[config.mk]
export PLATFORM = sky130hd
export DESIGN_NAME = line_buf_ctrl
export DESIGN_NICKNAME = d
export VERILOG_FILES = /design/src/rtl/line_buf_pkg.sv /design/src/rtl/line_buf_skid.sv /design/src/rtl/line_buf_ctrl.sv
export SDC_FILE = /design/constraint.sdc
export NUM_CORES = 1
export LEC_CHECK = 0
export ABC_AREA = 0
export BUFFER_PORTS_ARGS = -buffer_cell sky130_fd_sc_hd__buf_2
export CAP_MARGIN = 15
export CORE_MARGIN = 3
export CORE_UTILIZATION = 40
export CTS_CLUSTER_DIAMETER = 60
export DETAILED_ROUTE_END_ITERATION = 10
export PLACE_DENSITY = 0.7
export SYNTH_ARGS = -nofsm -noshare
export SYNTH_HDL_FRONTEND = slang
export SYNTH_HIERARCHICAL = 1
export SYNTH_SLANG_ARGS = --single-unit
[constraint.sdc]
create_clock -name clk -period 3.1 [get_ports clk]
set_input_delay 0 -clock clk [delete_from_list [all_inputs] [get_ports clk]]
set_output_delay 0 -clock clk [all_outputs]
set_load 0.005 [all_outputs]
[src/rtl/line_buf_pkg.sv]
// -----------------------------------------------------------------------------
// line_buf_pkg
// Shared definitions for the line buffer controller slice.
//   - state_t : controller state encoding (IDLE/FILL/DRAIN/FLUSH)
//   - DEF_*   : default geometry of the line buffer memory
// -----------------------------------------------------------------------------
package line_buf_pkg;

    localparam int DEF_DATA_W = 8;
    localparam int DEF_ADDR_W = 4;
    localparam int DEF_DEPTH  = 16;

    // Number of words the output skid buffer can hold.  Reads are only issued
    // when the words already owed to downstream fit into this many slots.
    localparam int SKID_SLOTS = 2;

    typedef enum logic [1:0] {
        IDLE  = 2'd0,
        FILL  = 2'd1,
        DRAIN = 2'd2,
        FLUSH = 2'd3
    } state_t;

endpackage

[src/rtl/line_buf_skid.sv]
// -----------------------------------------------------------------------------
// line_buf_skid
// Two-entry FIFO that catches words returning from the memory's registered
// read port, so the read pipeline can keep running while downstream stalls.
//
// Ports:
//   clk        in   clock, rising edge
//   rst        in   asynchronous active-high reset (clears entries and count)
//   push       in   write push_data into the tail slot
//   push_data  in   DATA_W word to store
//   pop        in   drop the head slot (only while count != 0)
//   head_data  out  DATA_W word at the head; stable until popped
//   count      out  number of occupied slots (0..2)
//
// The caller never pushes into a full buffer unless it pops in the same
// cycle; a simultaneous push and pop leaves the occupancy unchanged.
// -----------------------------------------------------------------------------
module line_buf_skid
    import line_buf_pkg::*;
#(
    parameter int DATA_W = DEF_DATA_W
) (
    input  logic              clk,
    input  logic              rst,
    input  logic              push,
    input  logic [DATA_W-1:0] push_data,
    input  logic              pop,
    output logic [DATA_W-1:0] head_data,
    output logic [1:0]        count
);

    logic       wr_idx_reg;
    logic       rd_idx_reg;
    logic [1:0] count_reg;
    logic [1:0] count_next;

    // One storage register per slot; the slot written is selected by the
    // tail index, so each register has a single always_ff driver.
    genvar gi;
    generate
        for (gi = 0; gi < SKID_SLOTS; gi++) begin : g_slot
            logic [DATA_W-1:0] data_reg;

            always_ff @(posedge clk or posedge rst) begin
                if (rst) begin
                    data_reg <= '0;
                end else if (push && (wr_idx_reg == 1'(gi))) begin
                    data_reg <= push_data;
                end
            end
        end
    endgenerate

    assign head_data = rd_idx_reg ? g_slot[1].data_reg : g_slot[0].data_reg;
    assign count     = count_reg;

    always_comb begin
        count_next = count_reg;
        case ({push, pop})
            2'b10:   count_next = count_reg + 2'd1;
            2'b01:   count_next = count_reg - 2'd1;
            default: count_next = count_reg;
        endcase
    end

    always_ff @(posedge clk or posedge rst) begin
        if (rst) begin
            wr_idx_reg <= 1'b0;
            rd_idx_reg <= 1'b0;
            count_reg  <= 2'd0;
        end else begin
            if (push) begin
                wr_idx_reg <= ~wr_idx_reg;
            end
            if (pop) begin
                rd_idx_reg <= ~rd_idx_reg;
            end
            count_reg <= count_next;
        end
    end

endmodule

[src/rtl/line_buf_ctrl.sv]
// -----------------------------------------------------------------------------
// line_buf_ctrl
// Controller for a single-port synchronous memory used as a line buffer
// between the pixel input stage and the convolution window logic.  A start
// pulse fills len words from the input stream (len clamps to DEPTH), then the
// words are read back in address order and streamed out with valid/ready.
// The memory's one-cycle registered read latency is absorbed by a two-entry
// skid buffer (line_buf_skid).
//
// Optional build macro:
//   LINE_BUF_REPLAY_EN - adds a replay input; a replay pulse in IDLE drains the
//                        previously filled line again without refilling it.
//
// Ports:
//   clk            in   clock, rising edge
//   rst            in   asynchronous active-high reset
//   start          in   one-cycle pulse, begins a transfer (IDLE only)
//   replay         in   (LINE_BUF_REPLAY_EN only) re-drain the last line
//   len            in   ADDR_W+1 word count, sampled on start
//   in_valid       in   input word valid
//   in_data        in   input word
//   in_ready       out  high while filling
//   out_valid      out  output word valid (skid head occupied)
//   out_data       out  output word (skid head)
//   out_ready      in   downstream accept
//   busy           out  high in any state except IDLE
//   done           out  one-cycle pulse after the last output handshake
//   mem_write_en   out  memory write strobe
//   mem_read_en    out  memory read strobe
//   mem_addr       out  memory address
//   mem_write_data out  memory write word
//   mem_read_data  in   memory read word, valid the cycle after mem_read_en
// -----------------------------------------------------------------------------
module line_buf_ctrl
    import line_buf_pkg::*;
#(
    parameter int DATA_W = DEF_DATA_W,
    parameter int ADDR_W = DEF_ADDR_W,
    parameter int DEPTH  = DEF_DEPTH     // must not exceed 2**ADDR_W
) (
    input  logic              clk,
    input  logic              rst,
    input  logic              start,
`ifdef LINE_BUF_REPLAY_EN
    input  logic              replay,
`endif
    input  logic [ADDR_W:0]   len,
    input  logic              in_valid,
    input  logic [DATA_W-1:0] in_data,
    output logic              in_ready,
    output logic              out_valid,
    output logic [DATA_W-1:0] out_data,
    input  logic              out_ready,
    output logic              busy,
    output logic              done,
    output logic              mem_write_en,
    output logic              mem_read_en,
    output logic [ADDR_W-1:0] mem_addr,
    output logic [DATA_W-1:0] mem_write_data,
    input  logic [DATA_W-1:0] mem_read_data
);

    localparam logic [ADDR_W:0]   DEPTH_CNT = (ADDR_W + 1)'(DEPTH);
    localparam logic [ADDR_W-1:0] LAST_ADDR = ADDR_W'(DEPTH - 1);

    state_t            state_reg;
    logic [ADDR_W-1:0] wr_ptr_reg;
    logic [ADDR_W-1:0] rd_ptr_reg;
    logic [ADDR_W:0]   xfer_cnt_reg;   // words written (FILL) or reads issued (DRAIN)
    logic [ADDR_W:0]   cnt_reg;        // clamped transfer length
    logic              inflight_reg;   // a read was issued last cycle
    logic              done_reg;
`ifdef LINE_BUF_REPLAY_EN
    logic              have_xfer_reg;  // a transfer has completed since reset
`endif

    logic [ADDR_W:0]   len_clamped;
    logic [ADDR_W:0]   xfer_inc;
    logic              xfer_last;
    logic              wr_fire;
    logic              rd_fire;
    logic              pop;
    logic [1:0]        skid_count;
    logic [DATA_W-1:0] skid_head;
    logic [2:0]        owed;           // words already owed to downstream after this cycle's pop

    // Pointers count modulo DEPTH, which need not be a power of two.
    function automatic logic [ADDR_W-1:0] ptr_inc(input logic [ADDR_W-1:0] p);
        return (p == LAST_ADDR) ? '0 : p + ADDR_W'(1);
    endfunction

    assign len_clamped = (len > DEPTH_CNT) ? DEPTH_CNT : len;
    assign xfer_inc    = xfer_cnt_reg + (ADDR_W + 1)'(1);
    assign xfer_last   = (xfer_inc == cnt_reg);

    assign in_ready  = (state_reg == FILL);
    assign busy      = (state_reg != IDLE);
    assign done      = done_reg;
    assign wr_fire   = in_ready && in_valid;
    assign out_valid = (skid_count != 2'd0);
    assign out_data  = skid_head;
    assign pop       = out_valid && out_ready;

    // A word being popped this cycle frees its slot in time for a read issued
    // now (that read lands two edges later), so it is credited immediately.
    // Without this credit the pipeline would stall every third cycle and never
    // reach one word per cycle.
    assign owed    = 3'(skid_count) + 3'(inflight_reg) - 3'(pop);
    assign rd_fire = (state_reg == DRAIN) && (owed < 3'(SKID_SLOTS));

    // Writes and reads happen in disjoint states, so the strobes are mutually
    // exclusive by construction.  Address/data idle at zero.
    always_comb begin
        mem_write_en   = wr_fire;
        mem_read_en    = rd_fire;
        mem_addr       = '0;
        mem_write_data = '0;
        if (wr_fire) begin
            mem_addr       = wr_ptr_reg;
            mem_write_data = in_data;
        end else if (rd_fire) begin
            mem_addr = rd_ptr_reg;
        end
    end

    line_buf_skid #(
        .DATA_W (DATA_W)
    ) u_skid (
        .clk       (clk),
        .rst       (rst),
        .push      (inflight_reg),
        .push_data (mem_read_data),
        .pop       (pop),
        .head_data (skid_head),
        .count     (skid_count)
    );

    always_ff @(posedge clk or posedge rst) begin
        if (rst) begin
            state_reg     <= IDLE;
            wr_ptr_reg    <= '0;
            rd_ptr_reg    <= '0;
            xfer_cnt_reg  <= '0;
            cnt_reg       <= '0;
            inflight_reg  <= 1'b0;
            done_reg      <= 1'b0;
`ifdef LINE_BUF_REPLAY_EN
            have_xfer_reg <= 1'b0;
`endif
        end else begin
            done_reg     <= 1'b0;
            inflight_reg <= rd_fire;

            case (state_reg)
                IDLE: begin
                    if (start) begin
                        if (len == '0) begin
                            done_reg <= 1'b1;
                        end else begin
                            state_reg    <= FILL;
                            wr_ptr_reg   <= '0;
                            xfer_cnt_reg <= '0;
                            cnt_reg      <= len_clamped;
                        end
`ifdef LINE_BUF_REPLAY_EN
                    end else if (replay) begin
                        // cnt_reg still holds the length of the last line.
                        if (have_xfer_reg) begin
                            state_reg    <= DRAIN;
                            rd_ptr_reg   <= '0;
                            xfer_cnt_reg <= '0;
                        end else begin
                            done_reg <= 1'b1;
                        end
`endif
                    end
                end

                FILL: begin
                    if (wr_fire) begin
                        wr_ptr_reg <= ptr_inc(wr_ptr_reg);
                        if (xfer_last) begin
                            // Reads may start on the very next cycle.
                            state_reg    <= DRAIN;
                            rd_ptr_reg   <= '0;
                            xfer_cnt_reg <= '0;
                        end else begin
                            xfer_cnt_reg <= xfer_inc;
                        end
                    end
                end

                DRAIN: begin
                    if (rd_fire) begin
                        rd_ptr_reg <= ptr_inc(rd_ptr_reg);
                        if (xfer_last) begin
                            state_reg <= FLUSH;
                        end else begin
                            xfer_cnt_reg <= xfer_inc;
                        end
                    end
                end

                FLUSH: begin
                    // Finish on the edge that accepts the last word, so done
                    // is high in the cycle right after that handshake.
                    if (!inflight_reg &&
                        ((skid_count == 2'd0) || ((skid_count == 2'd1) && pop))) begin
                        state_reg <= IDLE;
                        done_reg  <= 1'b1;
`ifdef LINE_BUF_REPLAY_EN
                        have_xfer_reg <= 1'b1;
`endif
                    end
                end

                default: state_reg <= IDLE;
            endcase
        end
    end

endmodule

## Word-level counts from Yosys, hierarchy flattened

Cells that the tools add are included.

| storage, ports and cells | value |
|---|---|
| flip-flop bits (word level) | 42 |
| input port bits | 26 |

| cells by class | value |
|---|---|
| add/subtract/negate cells | 7 |
| order comparisons | 2 |
| eq/ne operators | 17 |
| muxes and demuxes | 35 |
| bitwise operators | 3 |
| reduce and logical (&&, ||, !) cells | 23 |

Operators with widths:

| operator | count |
|---|---|
| two-way mux 4 bit | 10 |
| two-way mux 5 bit | 7 |
| two-way mux 8 bit | 2 |
| case mux 4 bit (2 select lines) | 2 |
| case mux 5 bit (3 select lines) | 1 |
| two-way mux 2 bit | 7 |
| inequality test 2 bit (second input constant) | 6 |
| nonzero test 2 bit | 5 |
| adder 4 x 1 -> 4 bit (second input constant) | 2 |
| equality test 4 bit (second input constant) | 2 |
| case mux 2 bit (4 select lines) | 1 |
| AND reduction 4 bit | 2 |
| logical AND 1 bit | 7 |
| AND reduction 7 bit | 1 |
| equality test 2 x 1 -> 1 bit (second input constant) | 3 |
| equality test 2 bit (second input constant) | 3 |
| AND reduction 6 bit | 1 |
| adder 5 x 1 -> 5 bit (second input constant) | 1 |
| equality test 5 bit | 1 |
| greater-than comparator 5 bit (second input constant) | 1 |
| logical NOT 5 bit | 1 |
| logical NOT 2 bit | 2 |
| inequality test 2 x 1 -> 1 bit (second input constant) | 2 |
| case mux 2 bit (2 select lines) | 1 |
| 12 further kinds | 16 |

## Depth between registers and ports, before layout

Gate-level depths: netlist of the first run.

| logic depth | value |
|---|---|
| depth in word-level cells | 7 |
| depth in mapped cells | 11 |
| mapped depth without buffers | 11 |

## Modules after synthesis

The synthesis of the first run kept the hierarchy.

By module, submodules not included:

| module | times used | cells each | area an instance (um2) |
|---|---|---|---|
| line_buf_ctrl | 1 | 178 | 1607.8 |
| line_buf_skid | 1 | 57 | 897.1 |

## Worst setup path after synthesis of the first run

No wires, ideal clock.

| timing | value |
|---|---|
| path type | register to register |
| start point | register u_skid.count_reg[1] (netlist: u_skid/count[1]) |
| end point | register xfer_cnt_reg[0] |
| arrival time | 2.740 ns |
| data required time | 2.979 ns |
| setup slack | 0.239 ns |
| stages on the path, launching flop included | 10 |
| period minus slack after synthesis | 2.861 ns |
| path through | dfrtp_1 -> or2_2 -> and2_1 -> nor2b_1 -> fa_1 -> xnor2_2 -> a21boi_2 -> or4_4 -> a21o_4 -> a22o_1 |

| on the way | value |
|---|---|
| word-level cells in the longest chain between the ends | 7 |
| elaborated cells between the ends (all ways) | 8 |

RTL lines:

| what | RTL line | RTL |
|---|---|---|
| start: declaration | line_buf_skid.sv:34 | `logic [1:0] count_reg;` |
| start signal: assignment | line_buf_skid.sv:78 | `count_reg <= count_next;` |
| nonzero test 2 bit | line_buf_ctrl.sv:100 | `assign out_valid = (skid_count != 2'd0);` |
| via out_valid | line_buf_ctrl.sv:51 | `output logic out_valid,` |
| logical AND 1 bit | line_buf_ctrl.sv:102 | `assign pop = out_valid && out_ready;` |
| via pop | line_buf_ctrl.sv:82 | `logic pop;` |
| subtractor 3 x 1 -> 3 bit | line_buf_ctrl.sv:108 | `assign owed = 3'(skid_count) + 3'(inflight_reg) - 3'(pop);` |
| < comparator 3 x 2 -> 1 bit | line_buf_ctrl.sv:109 | `assign rd_fire = (state_reg == DRAIN) && (owed < 3'(SKID_SLOTS));` |
| logical AND 1 bit | line_buf_ctrl.sv:109 |  |
| inequality test 2 bit (no line) | n/a |  |
| AND reduction 6 bit (no line) | n/a |  |
| end signal: assignment | line_buf_ctrl.sv:188 | `xfer_cnt_reg <= xfer_inc;` |
| end signal: assignment | line_buf_ctrl.sv:199 | `xfer_cnt_reg <= xfer_inc;` |
| end: declaration | line_buf_ctrl.sv:69 | `logic [ADDR_W:0] xfer_cnt_reg;` |

The timed path passes the listed nets, and every way through them passes these cells.
A chain may end at the register's enable or synchronous reset.

## Worst setup path in the final report of the first run

| timing | value |
|---|---|
| start point | register u_skid.count_reg[0] (netlist: u_skid/count[0]) |
| end point | register xfer_cnt_reg[1] |

| on the way | value |
|---|---|
| word-level cells in the longest chain between the ends | 7 |
| elaborated cells between the ends (all ways) | 8 |

RTL lines:

| what | RTL line |
|---|---|
| nonzero test 2 bit | line_buf_ctrl.sv:100 |
| logical AND 1 bit | line_buf_ctrl.sv:102 |
| via pop | line_buf_ctrl.sv:82 |
| subtractor 3 x 1 -> 3 bit | line_buf_ctrl.sv:108 |
| < comparator 3 x 2 -> 1 bit | line_buf_ctrl.sv:109 |
| logical AND 1 bit | line_buf_ctrl.sv:109 |
| inequality test 2 bit (no line) | n/a |
| AND reduction 6 bit (no line) | n/a |

The timed path passes the listed nets, and every way through them passes these cells.

==> results.sh, run 1 <==
export IMPL_netlist_top_cells_area="dfrtp_1 42%, mux2_2 7.2%, mux2_4 4.8%, ha_1 4.5%, o21ai_0 2.6%"
export IMPL_synth_distinct_cells=55
export IMPL_grt_pass1_vias=2114
export IMPL_synthSimpleGateAreaFrac_pct=15.5
export IMPL_synth_area_um2=2500
export IMPL_drt_pass1_iterations=4
export IMPL_finClkSkew_ns=0.00860
export IMPL_synth_most_common_cell="dfrtp_1"
export IMPL_worstPathArrival_ns=3.18
export IMPL_power_mw=2.91
export IMPL_rsz0062_at_grt="false"
export IMPL_p_int_mw=1.75
export IMPL_fin_crit_sh_pct=96.2
export IMPL_synth_mux_area_fraction_pct=12.9
export IMPL_synth_commonest_cells="42 x dfrtp_1, 16 x mux2_2, 15 x nand2_1, 13 x o21ai_0, 12 x inv_1"
export IMPL_cts_buffers=5
export IMPL_r2r_start="u_skid/count[0]"
export IMPL_min_from="out_ready"
export IMPL_synth_xor_area_share_pct=4.15
export IMPL_final_nets=340
export IMPL_p_leak_nw=1.48
export IMPL_swShare_pct=40.0
export IMPL_dieArea_um2=7250
export IMPL_tns_ns=0
export IMPL_antenna_found_initial=0
export IMPL_die_x_um=85.1
export IMPL_drt_iter0_markers=81
export IMPL_ys_flop_type="dfrtp_1"
export IMPL_rr_endpoint="xfer_cnt_reg[1]"
export IMPL_max_freq_mhz=335
export IMPL_setup_violations_final=0
export IMPL_insertedDiodeCount=0
export IMPL_insertion_delay_ns=0.30
export IMPL_syn_num_nets=271
export IMPL_crit_path_end_kind="flip-flop"
export IMPL_synth_top_family_by_area="compound AO/OA/AOI/OAI gates"
export IMPL_pwr_share_comb_pct=52.4
export IMPL_fin_util_pct=51.3
export IMPL_status="complete, no violations"
export IMPL_maxCapViolCount=0
export IMPL_slew_headroom_pct=43.1
export IMPL_yosys_area_top_type_share_pct=42.0
export IMPL_power_per_cell_area_nw_per_um2=947
export IMPL_synth_compound_area_share_pct=17.0
export IMPL_required_ns=3.29
export IMPL_avgViaCountPerCell=5.48
export IMPL_ys_ff_latch=42
export IMPL_path_cells="or2_2 > and2_1 > nor2b_2 > fa_1 > xnor2_2 > a21boi_2 > or4_4 > a21o_4 > a22o_1"
export IMPL_clkSinkCount=42
export IMPL_clk_pin_slew_ns=0.09
export IMPL_io_pins=52
export IMPL_cts_max_level=2
export IMPL_dr_total_vias=2083
export IMPL_syn_inst=235
export IMPL_wl_per_cell_um=14.9
export IMPL_slowest_stage="or4_4"
export IMPL_avgSynthCellArea_um2=10.7
export IMPL_path_class="reg2reg"
export IMPL_worstPathMaxFanout=5
export IMPL_cts_tree="yes"
export IMPL_path_depth=9
export IMPL_period_minus_slack_ns=2.98
export IMPL_cp_start_kind="flip-flop"
export IMPL_syn_to_final_growth_pct=22.7
export IMPL_drtAntennaViolNets=0
export IMPL_seq_area_frac_synth_pct=42.0
export IMPL_core_area_um2=5990
export IMPL_cp_top_family="simple AND/OR/NAND/NOR gates"
export IMPL_yosysTopAreaCell="dfrtp_1"
export IMPL_p_sw_mw=1.16
export IMPL_grt_max_degree=23
export IMPL_drive_above_1_share_pct=32.1
export IMPL_drv_slew=0
export IMPL_tightest_slew_ns=0.852
export IMPL_grt_usage_pct=16.5
export IMPL_clkPwrFrac_pct=12.5
export IMPL_drt_wl_total_mm=5.65
export IMPL_clockBufferDepth=2
export IMPL_largest_reg_flops=16
export IMPL_die_h_um=85.1
export IMPL_yosys_warnings=6
export IMPL_cts_root_buf="clkbuf_8"
export IMPL_port_buffer_count=51
export IMPL_gp_congestion=0.791
export IMPL_worstSetupStartpoint="u_skid/count[0]"
export IMPL_critical_path_endpoint="xfer_cnt_reg[1]"
export IMPL_regToRegSetupSlack_ns=0.12
export IMPL_start_util_pct=41.8
export IMPL_hold_viol=0
export IMPL_max_stage_delay_ns=0.52
export IMPL_reg2reg_depth=9
export IMPL_dp_hpwl_mm=4.05
export IMPL_drc_errors=0
export IMPL_rows=28
export IMPL_synth_adder_area_share_pct=5.29
export IMPL_grt_overflow=0
export IMPL_crit_buf_inv=0
export IMPL_worst_ir_drop_vdd_mv=0.385
export IMPL_synthArstFlopShare_pct=100
export IMPL_synth_edf_count=0
export IMPL_seq_power_share_pct=35.1
export IMPL_hold_path_class="in2reg"
export IMPL_grt_pass1_wl_mm=9.72
power groups by stage:
stage / Clock, mW / Combinational (mW) / Sequential [mW]
floorplan: 0 / 1.15 / 0.957
global placement: 0 / 1.47 / 1.01
detailed placement: 0 / 1.50 / 1.03
CTS: 0.378 / 1.53 / 1.02
global route: 0.395 / 1.71 / 1.06
finish: 0.364 / 1.53 / 1.02
layer usage:
metal  global-route usage, %  share of wire [%]  wire length [um]  vias up
met5                       0                  0                 0        -
met4                    5.76                1.3                75        0
met3                    3.30                4.1               231        7
met2                    28.4                 52              2950       47
met1                    20.5                 42              2390     1029
li1                        -                  -                 -     1000
final cells by class:
type                    instances  area [um2]
fillers                       558        2920
multi-input cells             175        1380
flip-flops and latches         42        1050
repair buffers                 67         410
well taps                      75        93.8
clock buffers                   5        68.8
inverters                      13        48.8
clock inverters                 3        23.8
worst min path at each step:
| stage | end | slack (ns) | cells after the start |
|---|---|---|---|
| after floorplan | u_skid/count[0] | -0.04 | 1 |
| after global placement | u_skid/g_slot[1].data_reg[4] | 0.17 | 2 |
| after detailed placement | u_skid/g_slot[1].data_reg[4] | 0.18 | 2 |
| after CTS | u_skid/rd_idx_reg | 0.08 | 3 |
| after global routing | u_skid/rd_idx_reg | 0.1 | 3 |
| final | u_skid/rd_idx_reg | 0.09 | 3 |
cell usage in the layout (no fill, tap or decap), types with 2 or more instances in the layout:
cell type and instances:
a21o_1 3, a21oi_1 4, a22o_1 7, a22oi_1 2
a31oi_1 3, a32o_1 5, a32oi_1 3, and3_1 10
buf_2 51, buf_4 2, clkbuf_8 5, clkinvlp_4 2
dfrtp_1 42, dlygate4sd3_1 14, ha_1 9, inv_1 11
mux2_1 2, mux2_2 16, mux2_4 8, nand2_1 15
nand2b_1 9, nand3_1 4, nor2_1 10, nor2b_1 3
nor2b_2 2, nor3_1 8, nor4_1 2, o2111ai_1 2
o21ai_0 13, o21ai_1 2, xnor2_1 5, xor2_1 5
metrics by stage:
step | area (um2) | cells | hold slack (ns) | worst slack (ns)
final | 3070 | 380 | 0.0930 | 0.118
after global routing | 3070 | 380 | 0.0962 | 0.00620
after CTS | 3070 | 380 | 0.0799 | 0.152
after detailed placement | 2840 | 358 | 0.181 | 0.159
after global placement | 2840 | 358 | 0.171 | 0.214
after floorplan | 2500 | 235 | -0.0362 | 0.239
tightest hold or removal path, delay by kind of cell:
family,cells,cell delay [ns]
and+or+nand+nor,1,0.18
xor gates and xnor gates,1,0.08
buffers and inverters,1,0.09
cell families (layout without fill, tap and decap cells):
family | after synthesis | in the layout
fa+ha+maj | 10 | 10
flops | 42 | 42
compound gates | 56 | 56
mux | 26 | 26
buf+inv | 18 | 88
xor+xnor | 11 | 11
simple gates | 72 | 72
what timing repair did:
action	CTS	global route
gates resized for setup	0	2
hold buffers	14	0
setup buffers	0	0
endpoints found under the setup margin	0	3
hold endpoints to repair	63	0
(Power assumes the default switching activity.)
==> run 2, diff against run 1 <==
--- a/config.mk
+++ b/config.mk
@@ -13,6 +13,7 @@
 export CTS_CLUSTER_DIAMETER = 60
 export DETAILED_ROUTE_END_ITERATION = 10
 export PLACE_DENSITY = 0.7
+export RECOVER_POWER = 100
 export SYNTH_ARGS = -nofsm -noshare
 export SYNTH_HDL_FRONTEND = slang
 export SYNTH_HIERARCHICAL = 1
==> constraint.sdc (replaced) <==
create_clock -name clk -period 3.4 [get_ports clk]
set_input_delay 0 -clock clk [delete_from_list [all_inputs] [get_ports clk]]
set_output_delay 0 -clock clk [all_outputs]
set_load 0.005 [all_outputs]
==> results.sh, run 2 (same netlist as run 1, synthesis figures left out) <==
export IMPL_worstPathMaxFanout=5
export IMPL_fin_crit_sh_pct=89.9
export IMPL_clk_pin_slew_ns=0.09
export IMPL_final_cell_mix="42 x dfrtp_1, 32 x buf_2, 18 x clkbuf_1"
export IMPL_finClkSkew_ns=0.00720
export IMPL_wl_per_cell_um=14.3
export IMPL_min_from="len[3]"
export IMPL_layout_commonest_cell="dfrtp_1"
export IMPL_core_area_um2=5990
export IMPL_largest_reg_flops=16
export IMPL_syn_to_final_growth_pct=18.8
export IMPL_antenna_found_initial=0
export IMPL_hold_path_class="in2reg"
export IMPL_worst_ir_drop_vdd_mv=0.369
export IMPL_drtAntennaViolNets=0
export IMPL_rr_endpoint="xfer_cnt_reg[0]"
export IMPL_drive_above_1_share_pct=21.2
export IMPL_required_ns=3.59
export IMPL_worstPathArrival_ns=3.25
export IMPL_max_stage_delay_ns=0.52
export IMPL_seqCellArea_um2=1050
export IMPL_cts_buffers=5
export IMPL_final_nets=337
export IMPL_dieArea_um2=7250
export IMPL_maxCapViolCount=0
export IMPL_grt_pass1_vias=2066
export IMPL_insertion_delay_ns=0.29
export IMPL_hold_viol=0
export IMPL_rsz0062_at_grt="false"
export IMPL_power_mw=2.52
export IMPL_fin_util_pct=49.7
export IMPL_cts_root_buf="clkbuf_8"
export IMPL_placed_cell_area_um2=2820
export IMPL_cts_max_level=2
export IMPL_path_cells="or2_2 > and2_0 > nor2b_1 > o21ai_0 > fa_1 > xnor2_2 > a21boi_2 > or4_4 > a21o_1 > a22o_1"
export IMPL_cts_setup_buffers=0
export IMPL_tightest_slew_ns=0.916
export IMPL_r2r_start="u_skid/count[1]"
export IMPL_power_per_cell_area_nw_per_um2=847
export IMPL_start_util_pct=41.8
export IMPL_fillerInstances=548
export IMPL_die_x_um=85.1
export IMPL_rows=28
export IMPL_max_freq_mhz=327
export IMPL_status="complete, no violations"
export IMPL_drt_wl_total_mm=5.39
export IMPL_place_inst=356
export IMPL_reg2reg_depth=10
export IMPL_slowest_stage="or4_4"
export IMPL_clockBufferDepth=2
export IMPL_dr_total_vias=2037
export IMPL_fin_area_um2=2980
export IMPL_setup_violations_final=0
export IMPL_dp_hpwl_mm=3.93
export IMPL_cp_start_kind="flip-flop"
export IMPL_tns_ns=0
export IMPL_hold_depth=3
export IMPL_cts_tree="yes"
export IMPL_regToRegSetupSlack_ns=0.34
export IMPL_path_class="reg2reg"
export IMPL_grt_pass1_wl_mm=9.46
export IMPL_p_leak_nw=1.35
export IMPL_grt_usage_pct=15.9
export IMPL_die_h_um=85.1
export IMPL_drv_slew=0
export IMPL_gp_congestion=0.830
export IMPL_clkSinkCount=42
export IMPL_drt_iter0_markers=60
export IMPL_hold_end="cnt_reg[3]"
export IMPL_cts_resized=0
export IMPL_crit_path_end_kind="flip-flop"
export IMPL_grt_overflow=0
export IMPL_io_pins=52
export IMPL_finalNonFillerCells=377
export IMPL_port_buffer_count=51
export IMPL_grt_max_degree=23
export IMPL_avgViaCountPerCell=5.40
export IMPL_drt_pass1_iterations=4
export IMPL_drc_errors=0
export IMPL_insertedDiodeCount=0
export IMPL_multi_input_area_um2=1330
export IMPL_slew_headroom_pct=38.9
export IMPL_period_minus_slack_ns=3.06
==> run 2: cell types whose count changed in the layout (fill, tap and decap cells not counted), moves of 2 or more <==
cell	before	now
buf_4	2	0
mux2_1	2	10
buf_2	51	32
clkbuf_1	0	18
mux2_4	8	0
==> run 2: area by class of cell <==
| cell class | count | area share [%] |
|---|---|---|
| clock buffer | 5 | 2.31 |
| clock inverter | 3 | 0.799 |
| inverter | 13 | 1.64 |
| multi-input combinational | 175 | 44.6 |
| sequential | 42 | 35.3 |
| tap | 75 | 3.15 |
| timing repair buffer | 64 | 12.1 |
==> run 2: layer usage <==
metal	GRT usage (%)	vias to the layer above	wire length, um
met5	0	-	0
met4	4.89	0	60
met3	3.40	6	261
met2	26.6	57	2660
met1	20.5	981	2400
li1	-	993	-
==> run 2: worst max-delay path by stage <==
stage                          startpoint         endpoint  slack [ns]
after floorplan           u_skid/count[1]  xfer_cnt_reg[0]        0.54
after global placement    u_skid/count[1]  xfer_cnt_reg[1]        0.47
after detailed placement  u_skid/count[1]  xfer_cnt_reg[2]        0.38
after CTS                 u_skid/count[1]  xfer_cnt_reg[0]        0.36
after global routing      u_skid/count[1]  xfer_cnt_reg[2]        0.13
final                     u_skid/count[1]  xfer_cnt_reg[0]        0.34
==> run 2: where the power goes <==
group	internal, mW	leakage, nW	switching [mW]	total [mW]
clock network	0.147	0.0408	0.184	0.331
logic	0.623	0.787	0.637	1.26
registers	0.723	0.521	0.208	0.931
==> run 2: worst max-delay path, delay by kind of cell (launching register included) <==
kind	cells	cell delay, ns
AOI/OAI and AO/OA	4	0.70
and+or+nand+nor	4	1.13
DFF	1	0.48
xor gates and xnor gates	1	0.23
adders and majority gates	1	0.42
==> run 2: what timing repair did <==
action / in CTS / in global routing
hold buffers: 13 / 0
endpoints found under the setup margin: 0 / 0
hold endpoints to repair: 62 / 0
==> run 2: metrics by stage <==
stage               hold WS [ns]  setup WS (ns)
detailed placement         0.170          0.379
global placement           0.178          0.471
global route              0.0579          0.127
CTS                      0.00384          0.361
finish                   0.00977          0.342
floorplan                -0.0362          0.539
